`config.mk`:
```
export PLATFORM = sky130hd
export DESIGN_NAME = gray_scale_pipe
export DESIGN_NICKNAME = d
export VERILOG_FILES = /design/src/rtl/gray_scale_pipe.sv
export SDC_FILE = /design/constraint.sdc
export NUM_CORES = 1
export LEC_CHECK = 0
export CELL_PAD_IN_SITES_DETAIL_PLACEMENT = 1
export CELL_PAD_IN_SITES_GLOBAL_PLACEMENT = 2
export CORE_MARGIN = 2
export CORE_UTILIZATION = 32
export DETAILED_ROUTE_END_ITERATION = 8
export HOLD_SLACK_MARGIN = 0.1
export PLACE_DENSITY = 0.74
export SYNTH_ARGS = -nofsm -noshare
export SYNTH_HDL_FRONTEND = slang
export SYNTH_SLANG_ARGS = --single-unit
```
`constraint.sdc`:
```
create_clock -name clk_i -period 5.6 [get_ports clk_i]
set_input_delay 1.12 -clock clk_i [delete_from_list [all_inputs] [get_ports clk_i]]
set_output_delay 1.12 -clock clk_i [all_outputs]
set_load 0.02 [all_outputs]
```
`src/rtl/gray_scale_pipe.sv`:
```
// Handshaked RGB-to-gray converter with four run-time modes, per-frame pixel
// counting, last-pixel tagging and a frame-complete pulse.
module gray_scale_pipe #(
    parameter int unsigned CH_BITS      = 5,
    parameter int unsigned OUT_W        = 8,
    parameter int unsigned FRAME_PIXELS = 16,
    localparam int unsigned CNT_W       = $clog2(FRAME_PIXELS + 1),
    localparam int unsigned IN_W        = 3 * CH_BITS
) (
    input  logic             clk_i,
    input  logic             reset_i,
    input  logic             start_i,
    input  logic             finish_i,
    input  logic [1:0]       mode_i,
    input  logic             in_valid_i,
    output logic             in_ready_o,
    input  logic [IN_W-1:0]  in_px_rgb_i,
    output logic             out_valid_o,
    input  logic             out_ready_i,
    output logic [OUT_W-1:0] out_px_gray_o,
    output logic             out_last_o,
    output logic [CNT_W-1:0] pixel_count_o,
    output logic             done_o,
    output logic             busy_o
);

    localparam int unsigned SHIFT = OUT_W - CH_BITS;
    localparam int unsigned SUM_W = OUT_W + 2;
    localparam int unsigned MUL_W = OUT_W + 9;

    typedef enum logic [1:0] {
        IDLE  = 2'd0,
        RUN   = 2'd1,
        DRAIN = 2'd2
    } state_t;

    state_t state, state_n;

    logic             en;
    logic             accept;
    logic             hit;
    logic [CNT_W-1:0] cnt_plus;
    logic [1:0]       mode_q;

    logic             s1_valid;
    logic             s1_last;
    logic [OUT_W-1:0] s1_r, s1_g, s1_b;
    logic [OUT_W-1:0] exp_r, exp_g, exp_b;

    logic [SUM_W-1:0] luma, sum3, res;
    logic [MUL_W-1:0] mean_prod;
    logic [OUT_W-1:0] mx, gray_c;

    assign en         = !out_valid_o || out_ready_i;
    assign in_ready_o = (state == RUN) && en;
    assign accept     = in_valid_i && in_ready_o;
    assign cnt_plus   = pixel_count_o + CNT_W'(1);
    assign hit        = (cnt_plus == CNT_W'(FRAME_PIXELS));

    // Zero-filled channel expansion to OUT_W bits
    assign exp_r = OUT_W'(in_px_rgb_i[IN_W-1 -: CH_BITS]) << SHIFT;
    assign exp_g = OUT_W'(in_px_rgb_i[2*CH_BITS-1 -: CH_BITS]) << SHIFT;
    assign exp_b = OUT_W'(in_px_rgb_i[CH_BITS-1:0]) << SHIFT;

    always_ff @(posedge clk_i) begin
        if (reset_i) state <= IDLE;
        else         state <= state_n;
    end

    always_comb begin
        state_n = state;
        case (state)
            IDLE:    if (start_i) state_n = RUN;
            RUN:     if (finish_i || (accept && hit)) state_n = DRAIN;
            DRAIN:   if (!s1_valid && !out_valid_o) state_n = IDLE;
            default: state_n = IDLE;
        endcase
    end

    // Frame bookkeeping: mode latch, pixel counter, status flags
    always_ff @(posedge clk_i) begin
        if (reset_i) begin
            mode_q        <= 2'd0;
            pixel_count_o <= '0;
            done_o        <= 1'b0;
            busy_o        <= 1'b0;
        end else begin
            if (state == IDLE && start_i) begin
                mode_q        <= mode_i;
                pixel_count_o <= '0;
            end else if (accept) begin
                pixel_count_o <= cnt_plus;
            end
            done_o <= (state == DRAIN) && (state_n == IDLE);
            busy_o <= (state_n != IDLE);
        end
    end

    // Stage 1: expanded channels with valid/last
    always_ff @(posedge clk_i) begin
        if (reset_i) begin
            s1_valid <= 1'b0;
            s1_last  <= 1'b0;
            s1_r     <= '0;
            s1_g     <= '0;
            s1_b     <= '0;
        end else if (en) begin
            s1_valid <= accept;
            s1_last  <= accept && (hit || finish_i);
            if (accept) begin
                s1_r <= exp_r;
                s1_g <= exp_g;
                s1_b <= exp_b;
            end
        end
    end

    always_comb begin
        luma = SUM_W'(s1_r >> 2) + SUM_W'(s1_r >> 5) + SUM_W'(s1_g >> 1)
             + SUM_W'(s1_g >> 4) + SUM_W'(s1_b >> 4) + SUM_W'(s1_b >> 5);
        sum3      = SUM_W'(s1_r) + SUM_W'(s1_g) + SUM_W'(s1_b);
        mean_prod = MUL_W'(sum3) * MUL_W'(85);
        mx        = s1_r;
        if (s1_g > mx) mx = s1_g;
        if (s1_b > mx) mx = s1_b;
        case (mode_q)
            2'd0:    res = luma;
            2'd1:    res = SUM_W'(mean_prod >> 8);
            2'd2:    res = SUM_W'(mx);
            default: res = SUM_W'(s1_g);
        endcase
        gray_c = (res > SUM_W'({OUT_W{1'b1}})) ? {OUT_W{1'b1}} : res[OUT_W-1:0];
    end

    // Stage 2: converted result; gray value holds across bubbles
    always_ff @(posedge clk_i) begin
        if (reset_i) begin
            out_valid_o   <= 1'b0;
            out_last_o    <= 1'b0;
            out_px_gray_o <= '0;
        end else if (en) begin
            out_valid_o <= s1_valid;
            out_last_o  <= s1_valid && s1_last;
            if (s1_valid) out_px_gray_o <= gray_c;
        end
    end

endmodule

```
==> impl_metrics.py <==
metrics = {
    "die": {
        "dieArea_um2": 12700,
        "io-pin-count": 41,
        "die_w_um": 113,
        "core_area_um2": 11500,
        "die_h_um": 113,
        "initial_core_util": 0.330,
        "fp-row-count": 39,
    },
    "synth": {
        "synth-async-reset-ratio": 0,
        "avgSynthCellArea_um2": 8.44,
        "syn_nets": 556,
        "synth_area_leaders": "ha_1 (20%), dfxtp_1 (20%), fa_1 (12%), a21oi_1 (5.3%), nand2_1 (4.8%)",
        "synth_common_cells": "ha_1 (61), nand2_1 (48), inv_1 (44)",
        "seq_area_frac_synth": 0.201,
        "synthFlopType": "dfxtp_1",
        "synth_enable_flop_cells": 0,
        "yosysWarnings": 0,
        "yosysMostFrequentCell": "ha_1",
        "synth_area_leader_cell": "ha_1",
        "ys_ff_latch": 38,
        "synth.distinct_cells": 57,
        "syn-instance-count": 449,
        "yosysTopAreaCellShare": 0.202,
        "syn-cell-area_um2": 3790,
    },
    "timing": {
        "setup_tns_ps": 0,
        "fin_crit_sh": 0.944,
        "rsz0062_at_grt": "no",
        "fin_ws_ps": 313,
        "clock.fmax_mhz": 189,
        "slew_violations": 0,
        "worst_slew_pin_slew_ps": 776,
        "finalHoldViolCount": 0,
        "fin_crit_ps": 5290,
        "finClkSkew_ps": 6.78,
        "max_slew_margin": 0.476,
        "finalSetupViolCount": 0,
    },
    "critical_path": {
        "critPathMaxFanout": 6,
        "crit_chain": "inv_1 > fa_1 > inv_1 > ha_1 > inv_1 > fa_1 > xnor2_2 > ha_1 > ha_1 > and2_1 > or2_2 > ha_1 > ha_1 > ha_2 > nand4_1 > a221o_1 > and3_1 > o311ai_1 > o31ai_1 > a211oi_1",
        "worstSetupEndpointType": "flip-flop",
        "cp-start-kind": "flip-flop",
        "critPathKind": "flip-flop to flip-flop",
        "required_ps": 5800,
        "crit_buf_inv": 3,
        "crit_family": "adder cells",
        "path_common_cell": "ha_1",
        "crit_slowest_cell": "fa_1",
        "max_stage_delay_ps": 480,
        "worstPathArrival_ps": 5490,
    },
    "grt": {
        "antenna_found_initial": 0,
        "grt_max_degree": 35,
        "grt_overflow": 0,
        "grt_pass1_wl_mm": 18.6,
        "grt_pass1_vias": 3631,
        "grt_usage": 0.185,
    },
    "clock_tree": {
        "cts_root_buf": "clkbuf_16",
        "cts_buffer_depth": 2,
        "clk_pin_slew_ps": 60,
        "clock_sinks": 38,
        "htreeDepth": 2,
        "tritoncts": "yes",
        "tritoncts.num_buffers": 5,
        "clk_latency_ps": 280,
    },
    "detailed_routing": {
        "first_iter_violations": 151,
        "post_drt_wl_per_cell_um": 17.6,
        "drc": 0,
        "wl_mm": 11.3,
        "viasPerCell": 5.20,
        "ant_nets": 0,
        "drtPass1Iterations": 4,
        "num_vias": 3341,
    },
    "placed_design": {
        "post-place-ws_ps": 201,
        "place_congestion": 0.829,
        "dp_hpwl_mm": 9.37,
        "portBuffers": 40,
    },
    "power_and_ir_drop": {
        "p_seq_frac": 0.329,
        "total_leakage_power_nw": 2.10,
        "pwr-share-comb": 0.314,
        "swShare": 0.317,
        "ir_drop_mv": 0.115,
        "power_density_nw_per_um2": 193,
        "p_switching_mw": 0.282,
        "power_frac_clock": 0.357,
        "power_mw": 0.890,
        "p_int_mw": 0.608,
    },
    "final_layout": {
        "areaGrowthSynthToFinish_pct": 21.7,
        "fillCellCount": 1354,
        "drive_above_1_share": 0.0760,
        "diodes": 0,
        "fin_nets": 606,
    },
    "flow_run": {
        "drv_cap": 0,
    },
    "min_path": {
        "min_path_type": "flip-flop to flip-flop",
    },
    "outcome": {
        "status": "finished, final reports clean",
    },
}
## metal layers
layer	share of wire	global-route usage	vias up
met5	0	0	-
met3	0.026	0.0279	6
li1	-	-	1672
met1	0.48	0.246	1617
met4	0.0068	0.0333	0
met2	0.49	0.323	46
## layout by cell type (no fill, tap or decap), types with 5 or more instances in the layout
cell             netlist  routed
buf_4                  0      16
nor3_1                 5       5
a21oi_1               40      40
a21o_1                 6       6
nor2b_1                7       7
clkbuf_16              0       5
o21ai_0               12      12
fa_1                  23      23
nand3_1               10      10
a211oi_1              10      10
xnor2_1                7       5
clkdlybuf4s50_1        0      40
nor2_1                39      39
ha_1                  61      60
or2_2                  6       6
dfxtp_1               38      37
xor2_1                 6       6
inv_1                 44      44
nand2_1               48      48
## power groups by stage
stage / clock, mW / combinational [mW] / sequential [mW]
6_report: 0.318 / 0.280 / 0.293
5_1_grt: 0.334 / 0.318 / 0.294
4_1_cts: 0.326 / 0.282 / 0.293
3_5_place_dp: 0 / 0.278 / 0.299
3_3_place_gp: 0 / 0.272 / 0.298
2_1_floorplan: 0 / 0.180 / 0.300
## flip-flops by register name (all words and copies together), names as in the netlist, 2 cells and up
name,flops
state,2
mode_q,2
out_px_gray_o,8
s1_g,5
s1_b,5
s1_r,5
pixel_count_o,5
## cell type report
cell class | instances | area, um^2 | share of cell area
clock buffer | 7 | 133 | 0.0288
clock inverter | 1 | 30.0 | 0.00651
inverter | 45 | 169 | 0.0366
multi-input combinational | 353 | 2820 | 0.611
sequential | 38 | 762 | 0.165
tap | 143 | 179 | 0.0388
timing repair buffer | 56 | 520 | 0.113
## kinds of logic after synthesis
logic type      share of synthesized area
buf+inv                            0.0601
compound gates                      0.192
flops                               0.201
xor+xnor                           0.0301
simple gates                        0.178
fa+ha+maj                           0.323
mux                                0.0165
## worst paths after layout
kind,endpoint,cells after the start,from,slack [ps]
max,out_px_gray_o[7],20,s1_r[4],310
min,done_o,1,out_valid_o,490
max reg2reg,out_px_gray_o[7],20,s1_r[4],310
min reg2reg,done_o,1,out_valid_o,490
## what timing repair did
item,CTS,global route
hold buffers,0,0
setup endpoints to repair,0,8
buffers inserted,0,0
resized for setup,0,5
## per-stage QoR
stage | hold WS [ps] | util | instance area, um^2 | std cells
4_1_cts | 489 | 0.400 | 4590 | 643
3_5_place_dp | 465 | 0.386 | 4430 | 635
2_1_floorplan | 463 | - | 3790 | 449
5_1_grt | 511 | 0.402 | 4610 | 643
6_report | 489 | 0.402 | 4610 | 643
3_3_place_gp | 472 | 0.386 | 4430 | 635
No activity file was read; power rests on OpenSTA's default activity.
